## src/rtl/sar_adc_seq.sv

```systemverilog
// SAR conversion sequencer for the analog ADC macro: power/bias/offset-cancel control plus binary search on ADCMP.
// Latency: ADEND rises 1+OFC_CYC+2*RES cycles after the edge that samples ADSTART (4 passes when averaging).
// Backpressure: none; ADSTART is ignored while busy, remembered during warm-up. Optional build macro: SAR_ADC_AVG_EN.
module sar_adc_seq #(
    parameter int RES     = 10,
    parameter int WARMUP  = 16,
    parameter int OFC_CYC = 4
) (
    input  logic           CLK,
    input  logic           RESETB,
    input  logic           ADCE,
    input  logic           ADSTART,
    input  logic           ADCMP,
    output logic           ADBIONB,
    output logic           ADPDB,
    output logic           ADCPON,
    output logic           ADOFC,
    output logic [RES-1:0] ADTRIAL,
    output logic [RES-1:0] ADCR,
    output logic           ADBUSY,
    output logic           ADEND
);

    localparam int IW = $clog2(RES);
    localparam logic [RES-1:0] MSB_CODE  = {1'b1, {(RES-1){1'b0}}};
    localparam logic [7:0]     WARM_LOAD = 8'(WARMUP - 1);
    localparam logic [7:0]     OFC_LOAD  = 8'(OFC_CYC - 1);

    typedef enum logic [2:0] {
        S_IDLE,
        S_WARM,
        S_READY,
        S_OFFC,
        S_CONV,
        S_DONE
    } state_t;

    state_t          state;
    logic [7:0]      cnt;        // shared down-counter for warm-up and offset cancel
    logic [IW-1:0]   bit_idx;    // bit currently under trial
    logic            phase_b;    // 0 = settle cycle, 1 = compare cycle
    logic            pending;    // start request seen during warm-up
    logic [RES-1:0]  bit_code;   // trial code with the current bit resolved
    logic [RES-1:0]  trial_nxt;  // resolved code plus the next lower trial bit
`ifdef SAR_ADC_AVG_EN
    logic [RES+1:0]  acc;        // running sum of the four pass results
    logic [RES+1:0]  acc_sum;
    logic [1:0]      pass;
`else
    logic [RES-1:0]  code;       // final code of the finished pass
`endif

    // Resolve the bit under trial from the comparator and prepare the next trial code.
    always_comb begin
        bit_code = ADTRIAL;
        if (!ADCMP) begin
            bit_code[bit_idx] = 1'b0;
        end
        trial_nxt = bit_code;
        if (bit_idx != '0) begin
            trial_nxt[bit_idx - IW'(1)] = 1'b1;
        end
`ifdef SAR_ADC_AVG_EN
        acc_sum = acc + {2'b00, bit_code};
`endif
    end

    // Sequencer FSM; every macro control and status output is registered here.
    always_ff @(posedge CLK or negedge RESETB) begin
        if (!RESETB) begin
            state   <= S_IDLE;
            cnt     <= '0;
            bit_idx <= '0;
            phase_b <= 1'b0;
            pending <= 1'b0;
            ADBIONB <= 1'b1;
            ADPDB   <= 1'b0;
            ADCPON  <= 1'b0;
            ADOFC   <= 1'b0;
            ADTRIAL <= '0;
            ADCR    <= '0;
            ADBUSY  <= 1'b0;
            ADEND   <= 1'b0;
`ifdef SAR_ADC_AVG_EN
            acc     <= '0;
            pass    <= '0;
`else
            code    <= '0;
`endif
        end else begin
            ADEND <= 1'b0;
            if (!ADCE && state != S_IDLE) begin
                // Enable dropped: power the macro down and abandon any conversion without a result.
                state   <= S_IDLE;
                pending <= 1'b0;
                phase_b <= 1'b0;
                ADBIONB <= 1'b1;
                ADPDB   <= 1'b0;
                ADCPON  <= 1'b0;
                ADOFC   <= 1'b0;
                ADTRIAL <= '0;
                ADBUSY  <= 1'b0;
`ifdef SAR_ADC_AVG_EN
                acc     <= '0;
                pass    <= '0;
`endif
            end else begin
                case (state)
                    S_IDLE: begin
                        if (ADCE) begin
                            state   <= S_WARM;
                            ADBIONB <= 1'b0;
                            ADPDB   <= 1'b1;
                            cnt     <= WARM_LOAD;
                        end
                    end
                    S_WARM: begin
                        if (ADSTART) begin
                            pending <= 1'b1;
                        end
                        if (cnt == 8'd0) begin
                            state <= S_READY;
                        end else begin
                            cnt <= cnt - 8'd1;
                        end
                    end
                    S_READY: begin
                        if (ADSTART || pending) begin
                            state   <= S_OFFC;
                            pending <= 1'b0;
                            ADBUSY  <= 1'b1;
                            ADCPON  <= 1'b1;
                            ADOFC   <= 1'b1;
                            cnt     <= OFC_LOAD;
`ifdef SAR_ADC_AVG_EN
                            acc     <= '0;
                            pass    <= '0;
`endif
                        end
                    end
                    S_OFFC: begin
                        if (cnt == 8'd0) begin
                            state   <= S_CONV;
                            ADOFC   <= 1'b0;
                            bit_idx <= IW'(RES - 1);
                            phase_b <= 1'b0;
                            ADTRIAL <= MSB_CODE;
                        end else begin
                            cnt <= cnt - 8'd1;
                        end
                    end
                    S_CONV: begin
                        if (!phase_b) begin
                            phase_b <= 1'b1;
                        end else begin
                            phase_b <= 1'b0;
                            if (bit_idx != '0) begin
                                ADTRIAL <= trial_nxt;
                                bit_idx <= bit_idx - IW'(1);
                            end else begin
                                ADTRIAL <= '0;
`ifdef SAR_ADC_AVG_EN
                                acc <= acc_sum;
                                if (pass == 2'd3) begin
                                    state <= S_DONE;
                                end else begin
                                    // Next averaging pass starts with a fresh offset cancel.
                                    pass  <= pass + 2'd1;
                                    state <= S_OFFC;
                                    ADOFC <= 1'b1;
                                    cnt   <= OFC_LOAD;
                                end
`else
                                code  <= bit_code;
                                state <= S_DONE;
`endif
                            end
                        end
                    end
                    S_DONE: begin
`ifdef SAR_ADC_AVG_EN
                        ADCR <= acc[RES+1:2];
`else
                        ADCR <= code;
`endif
                        ADEND  <= 1'b1;
                        ADCPON <= 1'b0;
                        ADBUSY <= 1'b0;
                        state  <= S_READY;
                    end
                    default: begin
                        state <= S_IDLE;
                    end
                endcase
            end
        end
    end

endmodule
```

## config.mk

```make
export PLATFORM = sky130hd
export DESIGN_NAME = sar_adc_seq
export DESIGN_NICKNAME = d
export VERILOG_FILES = /design/src/rtl/sar_adc_seq.sv
export SDC_FILE = /design/constraint.sdc
export NUM_CORES = 1
export LEC_CHECK = 0
export ABC_AREA = 1
export CORE_MARGIN = 2
export CORE_UTILIZATION = 49
export DETAILED_ROUTE_END_ITERATION = 10
export DONT_BUFFER_PORTS = 1
export HOLD_SLACK_MARGIN = 0.02
export PLACE_DENSITY = 0.65
export REMOVE_ABC_BUFFERS = 1
export SLEW_MARGIN = 20
export SYNTH_ARGS = -nofsm -noshare
export SYNTH_HDL_FRONTEND = slang
export SYNTH_SLANG_ARGS = --single-unit
```

## constraint.sdc

```tcl
create_clock -name CLK -period 2.63 [get_ports CLK]
set_clock_uncertainty 0.1 [all_clocks]
set_input_delay 0.263 -clock CLK [delete_from_list [all_inputs] [get_ports CLK]]
set_output_delay 0.263 -clock CLK [all_outputs]
set_load 0.05 [all_outputs]
```

==> results of run 1 <==
[registers in the layout (all words and copies together) (netlist names)]
| name | flops |
|---|---|
| ADBIONB | 1 |
| ADPDB | 1 |
| code | 10 |
| pending | 1 |
| state | 3 |
| ADOFC | 1 |
| ADBUSY | 1 |
| ADTRIAL | 10 |
| ADEND | 1 |
| cnt | 8 |
| phase_b | 1 |
| bit_idx | 4 |
| ADCR | 10 |
[cell usage in the layout, fill, tap and decap left out]
cell type                       count
sky130_fd_sc_hd__a21oi_1            5
sky130_fd_sc_hd__buf_16             1
sky130_fd_sc_hd__buf_4              3
sky130_fd_sc_hd__bufinv_16          1
sky130_fd_sc_hd__clkbuf_8           6
sky130_fd_sc_hd__clkinv_1           2
sky130_fd_sc_hd__clkinv_2           2
sky130_fd_sc_hd__clkinv_4           1
sky130_fd_sc_hd__dfrtp_1           51
sky130_fd_sc_hd__dfstp_2            1
sky130_fd_sc_hd__dlygate4sd3_1      1
sky130_fd_sc_hd__ha_1               8
sky130_fd_sc_hd__inv_1             23
sky130_fd_sc_hd__inv_2              5
sky130_fd_sc_hd__nand2_1          132
sky130_fd_sc_hd__nand2_2            8
sky130_fd_sc_hd__nand2_4            2
sky130_fd_sc_hd__nand3_1            8
sky130_fd_sc_hd__nand3_2            3
sky130_fd_sc_hd__nand3_4            1
sky130_fd_sc_hd__nand3b_1           4
sky130_fd_sc_hd__nand4_1           11
sky130_fd_sc_hd__nor2_1            20
sky130_fd_sc_hd__nor2_2             4
sky130_fd_sc_hd__nor2_4             2
sky130_fd_sc_hd__nor3_1             3
sky130_fd_sc_hd__nor3_2             1
sky130_fd_sc_hd__o211ai_1           1
sky130_fd_sc_hd__o21a_1             2
sky130_fd_sc_hd__o21ai_0           15
sky130_fd_sc_hd__o21ai_1           16
sky130_fd_sc_hd__o21ai_2            9
sky130_fd_sc_hd__xnor2_1            2
sky130_fd_sc_hd__xor2_1             4
[cells by family after synthesis]
group,count (synthesis),synth area share
AND/OR/NAND/NOR,199,0.320
AO/OA/AOI/OAI,48,0.0999
adder cells (fa/ha/maj),8,0.0355
flip-flops,52,0.462
XOR/XNOR,6,0.0186
buffers and inverters,40,0.0639
[area by class of cell]
type,instances,share of cell area
clock inverters,2,0.0128
clock buffers,6,0.0272
inverters,32,0.0404
multi-input cells,261,0.441
repair buffers,5,0.0198
well taps,72,0.0297
flip-flops and latches,52,0.429
[per-layer routing]
metal / routed length, um / vias to the layer above
met5: 0 / -
met4: 81 / 0
met3: 320 / 8
met2: 2410 / 51
met1: 2730 / 999
li1: - / 1140
[worst reg2reg max path: cells and delay by family, from the launching register on]
family / cells / cell delay, ns
buffers and inverters: 4 / 0.50
DFF: 1 / 0.48
adders and majority gates: 1 / 0.19
and+or+nand+nor: 7 / 0.86
[stage by stage]
step                      total power (W)  instance area, um2  instances  hold WS (ns)
after CTS                         0.00304                3030        430         0.118
after floorplan                   0.00218                2760        345        -0.133
final                             0.00301                3030        430         0.129
after global routing              0.00327                3030        430         0.171
after global placement            0.00240                2870        420        -0.132
after detailed placement          0.00243                2870        420        -0.132
[worst paths after layout]
check / startpoint / end / slack (ns) / cells after the start
worst max-delay path: state[1] / ADTRIAL[9] / 0.40 / 12
worst max register to register: state[1] / ADTRIAL[9] / 0.40 / 12
max in group asynchronous: RESETB / ADBIONB / 1.80 / 2
worst min register to register: code[5] / ADCR[5] / 0.39 / 2
worst min-delay path: ADCMP / code[0] / 0.13 / 2
min in group asynchronous: RESETB / state[2] / 0.37 / 2
[report_power, final]
| group | leakage (nW) | internal, W | switching [W] | total [W] |
|---|---|---|---|---|
| Combinational | 0.785 | 0.000385 | 0.000786 | 0.00117 |
| Sequential | 0.690 | 0.000944 | 0.000315 | 0.00126 |
| Clock | 0.0614 | 0.000311 | 0.000265 | 0.000576 |
| Total | 1.54 | 0.00164 | 0.00137 | 0.00301 |
==> impl_summary.md, run 1 <==
Outcome
The flow ran to the end, and the final reports show no timing, DRC or antenna violations.

Clock network
The insertion delay to the later sink of the worst-skew pair is 0.31 ns. TritonCTS built the clock tree. Gates resized during post-CTS repair numbered 0. The maximum clock insertion buffer count is 2. The H-tree generated during clock tree synthesis spans 2 levels.

The cell chosen for the clock root is sky130_fd_sc_hd__clkbuf_8. The number of post-CTS setup repair buffers is 0. The total number of clock tree sinks is 52. Clock-pin slew was measured on the worst setup and hold paths at 0.09 ns. The hold buffer count at cts is 2.

Buffers inserted during clock tree synthesis total 5.

Pwr
The power per cell area is 991 mW/mm2. The worst voltage drop across the vdd grid is 0.858 mV. The leakage power is about 1.5 nW.

GRT
The maximum number of pins on one net before global-route repair is 53. The number of antenna violations at the first check in global routing is 0. In the global route stage, overall resource usage came out at 0.196. The met1 routing resource usage after global routing is 0.277. The number of global-route vias before repair is 2090. The met3 usage in global routing is 0.0543. For met2 alone, demand over resource in global routing was 0.292. The global routing stage identified its most utilized layer as met2.

The wire length of the first global-routing pass is between 9000 and 10000 um. The total grt overflow is 0.

Critical path
The capturing element type of the critical path is a flip-flop. The maximum fanout along the worst path is 21. Traced cell by cell, the critical path runs through nor2_2 -> inv_1 -> nor2_1 -> inv_1 -> ha_1 -> buf_4 -> clkinv_1 -> nand3_4 -> nand2_4 -> nor2_1 -> nand2_1 -> nand2_1.

For the worst setup path, the data arrival time is about 2.3 ns. STA puts the critical path data required time at 2.73 ns. The critical path in this run is classified as reg2reg.

The number of buffer and inverter stages on the critical path is 4. Broken down by cell family, the worst path's largest delay share belongs to simple AND/OR/NAND/NOR gates. The slowest stage of the critical path belongs to the cell sky130_fd_sc_hd__dfrtp_1.

STA classifies the critical path startpoint as a flip-flop. For this run, the slowest stage of the critical path takes 0.48 ns.

Synth
Yosys attributes the largest share of cell area to sky130_fd_sc_hd__dfrtp_1, sky130_fd_sc_hd__nand2_1, sky130_fd_sc_hd__ha_1. Yosys mapped a number of flops with a built-in enable equal to 0. For this run, the leading register cell type out of synthesis is sky130_fd_sc_hd__dfrtp_1. Counting flops and latches in the post-synthesis netlist gives between 50 and 60. The synthesized area is roughly 0.0028 mm2. In the post-synthesis netlist, the cell with the most instances is sky130_fd_sc_hd__nand2_1. Sorting the synthesized cells by how often they occur yields sky130_fd_sc_hd__nand2_1, sky130_fd_sc_hd__dfrtp_1, sky130_fd_sc_hd__inv_1, sky130_fd_sc_hd__nor2_1, sky130_fd_sc_hd__o21ai_1. In the synthesized netlist the async set-or-reset flop fraction comes to 1.00.

The per-instance average area after synthesis is 7.99 um2. For this run, the register share of the synthesized area comes to 0.462. The number of instances in the synthesized netlist is 353. During synthesis, Yosys emitted a total of 0 warnings.

The library cell occupying the most area in the post-synthesis netlist is sky130_fd_sc_hd__dfrtp_1. The share of synthesized area in the top cell type comes to 0.453. The number of different library cells used by synthesis comes to 32.

Final layout
The count of inserted antenna diode cells is 0. The area of the multi-input gates is 0.00134 mm2. The area used by sequential logic in the layout is roughly 0.0013 mm2.

The share of the core filled with cells is 0.547. Relative to the synthesized area, the layout overhead comes to 7.59%. The fill cell instance count of the final layout is 548. The net count of the finished layout is 370. Of the cells placed in the final design, the portion with a size suffix greater than 1 is 0.140.

Timing
The normalized max-slew margin is 0.401. The number of max-slew violations in the final report is 0. The post-route setup TNS is 0 ns.

Counting I/O delays and the setup requirement, the final critical path takes 2.23 ns. The hold violation total from the final report is 0. The number of failing setup endpoints in the final timing report is 0.

The transition time at the pin with the least slew margin is 0.898 ns. Setup repair after global routing left no endpoint under its margin. In the finished design, the share of the clock period the worst path needs comes to 0.846. Once routing completed, OpenROAD measured the worst setup slack at 0.405 ns. The achievable frequency is 0.449 GHz.

Detailed routing
Summed over all layers, the routed wires come to 5550 um. The count of nets left with antenna violations once routing finished came out at 0. Dividing the detail-routed wire length by the instance count gives 12.9 um. The DRC violation count after routing is 0. For this run, the detailed router's first-pass iteration total came to 4.

The first routing iteration left 153 violations. For this block, the via count after detailed routing is 2198. Dividing the detail-routed via count by the number of cells gives 5.11.

Floorplan
Row generation in the floorplan step produced 27 rows. The floorplan step defined a die boundary enclosing 0.00638 mm2. The die height is 79.9 um.

The number of placed I/O pins is 31. For this configuration, the core starts out at a cell density of 0.509. The horizontal die dimension is 79.9 um. The placeable core region is 0.00554 mm2.

Min path
The class of the tightest hold or removal check is in2reg.

Place
In this run the tool buffered the top-level ports with 0 buffer cells. At the end of routability-driven placement, the weighted congestion stood at roughly 0.90. The final HPWL from detailed placement is approximately 4100 um. The placement-stage worst setup slack is between 0.3 and 0.4 ns.

Flow run
Across the run, the number of max-cap violations was 0.
Note: power is estimated with default switching activity, not from simulation.
==> run 2, diff against run 1 <==
Settings changed: ABC_AREA 1 to 0.
Clock period 2.63 ns to 2.05 ns, I/O delays scaled along.
==> run 2 against run 1 <==
Against the previous run: the flow now finishes with violations (negative setup slack); core utilization increased by 8.0 points; critical path depth decreased by 4; flip-flop and latch count unchanged; critical path type unchanged; non-clock buffer count increased by 45; sequential power increased by 6%; highest routed layer unchanged; maximum frequency increased by 3.0%; clock-buffer cell count decreased by 1; cell area increased by 16%; global-route usage increased by 2.6 points; clock power increased by 9.4%; die area increased by 2.3%.
==> impl_summary.md, run 2 <==
Synth
After synthesis, the largest family of logic cells by area is compound AO/OA/AOI/OAI gates. The multiplexer share of the synthesized area is 0.0511. The synthesized area is 0.00289 mm2.

The per-instance average area after synthesis is 9.53 um2. Synthesis handed over a netlist of between 300 and 400 instances. The share of the synthesized netlist area taken by xor and xnor gates is 0. The synthesis warning total is 0. The most common cell in the synthesized netlist is sky130_fd_sc_hd__dfrtp_1. Sorting the synthesized cells by area gives the leading types as sky130_fd_sc_hd__dfrtp_1, sky130_fd_sc_hd__nand2_1, sky130_fd_sc_hd__mux2_2. Of the post-synthesis cell area, the dominant cell type holds 0.442. The simple-gate share of the synthesized area is 0.192. Of the total synthesized cell area, the portion taken by full adders, half adders and majority gates is 0.0347. The proportion of synthesized flip-flops having asynchronous set or reset is 1.00.

In the synthesized netlist, the cells that appear most often are sky130_fd_sc_hd__dfrtp_1, sky130_fd_sc_hd__nand2_1, sky130_fd_sc_hd__nor2_1, sky130_fd_sc_hd__o21ai_0, sky130_fd_sc_hd__o21ai_1. The share of the Yosys chip area taken by registers is 0.451. Yosys mapped a number of flops with a built-in enable equal to 0. The library cell occupying the most area in the post-synthesis netlist is sky130_fd_sc_hd__dfrtp_1. The netlist uses 62 different library cells. After synthesis the netlist holds a flip-flop and latch count of 52. The synthesized-area fraction occupied by ao, oa, aoi and oai cells was 0.218. The most frequently used flop master after synthesis is sky130_fd_sc_hd__dfrtp_1.

Floorplan
For this configuration, the core starts out at a cell density of 0.515. The die covers 0.00652 mm2. The floorplan step set the die height to approximately 81 um.

Measured along the x axis, the die boundary spans 80.8 um. The placeable core region is ~0.0056 mm2. The number of placed I/O pins is 31. The cell row count is 27.

Final layout
The largest registers in the layout are ADCR x10, ADTRIAL x10, code x10. The fraction of layout cells with a size suffix above 1 is 0.294. The library cell used most frequently in the layout, excluding fill and tap cells, is sky130_fd_sc_hd__dfrtp_1. For this run, the share of the core covered by cells in the final layout is 0.627. The library cells used most frequently in the layout, excluding fill and tap cells, are sky130_fd_sc_hd__dfrtp_1, sky130_fd_sc_hd__buf_4, sky130_fd_sc_hd__nand2_1.

The count of inserted antenna diode cells is 0. The area growth from synthesis to final layout is 21.8%. Excluding fillers, the count of instances in the completed layout stands at 416.

The net count of the finished layout is between 300 and 400.

Place
The count of input and output buffers is 0. Routability-driven placement finished with a final weighted congestion of 0.934. The count of placed standard cells including taps is 397.

The final HPWL from detailed placement is between 4000 and 5000 um.

Critical path
STA puts the critical path data arrival time at 2.26 ns. The required time of the critical path is 2.15 ns. The worst setup path is launched from a flip-flop. Of all nets on the critical path, the largest fanout is 5.

The category of the critical setup timing path is reg2reg. The slack of the worst reg-to-reg path is -0.11 ns. The worst register-to-register path begins at state[0]. The logic depth of the worst register-to-register path is 8. The endpoint identified for the worst register-to-register timing path is cnt[7]. STA classifies the critical path endpoint as a flip-flop.

Pwr
The power per cell area is 808 mW/mm2. The worst voltage drop across the vdd grid is 0.821 mV. The leakage power is 1.56 nW.

Timing
The smallest hold slack is between 0.08 and 0.09 ns. The number of failing setup endpoints in the final timing report is 25. The normalized max-slew margin is 0.646. The number of max-slew violations in the final report is 0. The ratio of final minimum period to clock period is 1.05.

The hold violation total from the final report is 0. Setup repair after global routing could not meet its margin everywhere. The transition time at the pin with the least slew margin is 0.530 ns. The clock period minus final worst setup slack is 2.16 ns. In the post-route analysis, the smallest setup slack over all paths is -0.110 ns. The achievable frequency is between 0.4 and 0.5 GHz.

GRT
The met3 usage in global routing is 0.0467. The number of antenna violations at the first check in global routing was 0. The first global-routing pass estimated 11200 um of wire. The met1 routing resource usage after global routing is 0.317. For this run the aggregate overflow at the end of global routing stands at 0. The overall routing resource usage is 0.222. The global routing stage identified its most utilized layer as met2. The number of global-route vias before repair is roughly 2200. For this run, global-route usage on met2 was measured as 0.343. Entering global routing, the biggest net connects 53 pins.

Outcome
The flow ran to the end, but the final reports show violations. The checks that failed: negative setup slack.

Clock network
The H-tree was split into 2 levels. The longest clock path from root to sink contains 2 buffers. Buffers inserted during clock tree synthesis total 5. Clock-pin slew was measured on the worst setup and hold paths at 0.10 ns.

Counting every sink on the clock net gives 52. The cell chosen for the clock root is sky130_fd_sc_hd__clkbuf_8. The insertion delay to the later sink of the worst-skew pair is 0.32 ns.

The clock tree from TritonCTS is done.

Detailed routing
The DRC violation count after routing is 0. Dividing the detail-routed wire length by the instance count gives 16.7 um. The routed layout has 2399 vias. After the first detailed-routing iteration, the DRC count stood at slightly below 200. Summed over all layers, the routed wires come to about 6900 um. The remaining antenna violation count is 0.

The first detailed-routing pass ran for 4 iterations. Using the TritonRoute via totals, the vias-per-cell ratio works out to ~5.8.

Min path
Counting instances, the worst hold path has a depth of 3. The hold path startpoint is ADSTART. The worst hold path belongs to the class in2reg. For hold timing, the worst endpoint is pending.

Flow run
Max-cap violations in this run came to 0.
[run 2: cell count changes in the layout (fill, tap and decap cells not counted), sizes merged, moves of 9 or more]
cell | previous run | this run
mux2 | 0 | 11
a21oi | 5 | 14
buf | 4 | 49
nand2 | 142 | 37
inv | 28 | 17
nand4 | 11 | 1
[run 2: critical path, stage by stage, from the launching register on]
cell                      delay (ns)
sky130_fd_sc_hd__dfrtp_1        0.41
sky130_fd_sc_hd__nor2_2         0.14
sky130_fd_sc_hd__nand2_1        0.09
sky130_fd_sc_hd__ha_2           0.19
sky130_fd_sc_hd__or3_4          0.34
sky130_fd_sc_hd__a21o_4         0.20
sky130_fd_sc_hd__a21oi_4        0.19
sky130_fd_sc_hd__nand3_2        0.10
sky130_fd_sc_hd__mux2_4         0.30
[run 2: worst max-delay path by stage]
stage,startpoint,endpoint,cells after the start
2_1_floorplan,state[0],ADCR[0],5
6_report,state[0],cnt[7],8
4_1_cts,state[0],cnt[7],8
3_5_place_dp,state[1],ADCR[7],7
3_3_place_gp,state[1],ADCR[2],7
5_1_grt,state[0],cnt[7],8
[run 2: per-stage QoR]
step	total power [W]	setup TNS (ns)	setup slack [ns]	instance area (um2)
final	0.00284	-1.20	-0.110	3520
after floorplan	0.00176	-20.76	-1.06	2790
after global placement	0.00203	-1.34	-0.130	3190
after detailed placement	0.00204	-2.26	-0.162	3190
after CTS	0.00275	-0.433	-0.0836	3390
after global routing	0.00300	-4.09	-0.178	3520
[run 2: layout make-up]
cell class	instances	area [um2]
inverter	15	56.3
multi-input combinational	219	1540
fill	476	2090
clock buffer	5	68.8
tap	72	90.1
timing repair buffer	50	434
sequential	52	1300
clock inverter	3	25.0
[run 2: kinds of logic after synthesis]
family                   count (synthesis)
buffers and inverters                   32
AND/OR/NAND/NOR                        108
adder cells (fa/ha/maj)                  8
AO/OA/AOI/OAI                           90
multiplexers                            13
flip-flops                              52
[run 2: timing repair]
| action | in CTS | in global routing |
|---|---|---|
| endpoints found under the hold margin | 52 | 0 |
| pin swaps | 8 | 3 |
| gates resized for setup | 11 | 14 |
| hold buffers | 2 | 0 |
| setup endpoints to repair | 32 | 37 |
| buffers inserted | 2 | 7 |
[run 2: report_power, final]
group          leakage [nW]  switching [W]  internal (W)  total [W]
registers             0.686       0.000207       0.00113    0.00133
logic                 0.829       0.000470      0.000411   0.000881
clock network        0.0452       0.000380      0.000250   0.000630
[run 2: routing by layer]
layer,vias to the layer above,part of all wire
met1,1168,0.46
met4,0,0.0075
met5,-,0
li1,1165,-
met2,62,0.48
met3,4,0.052
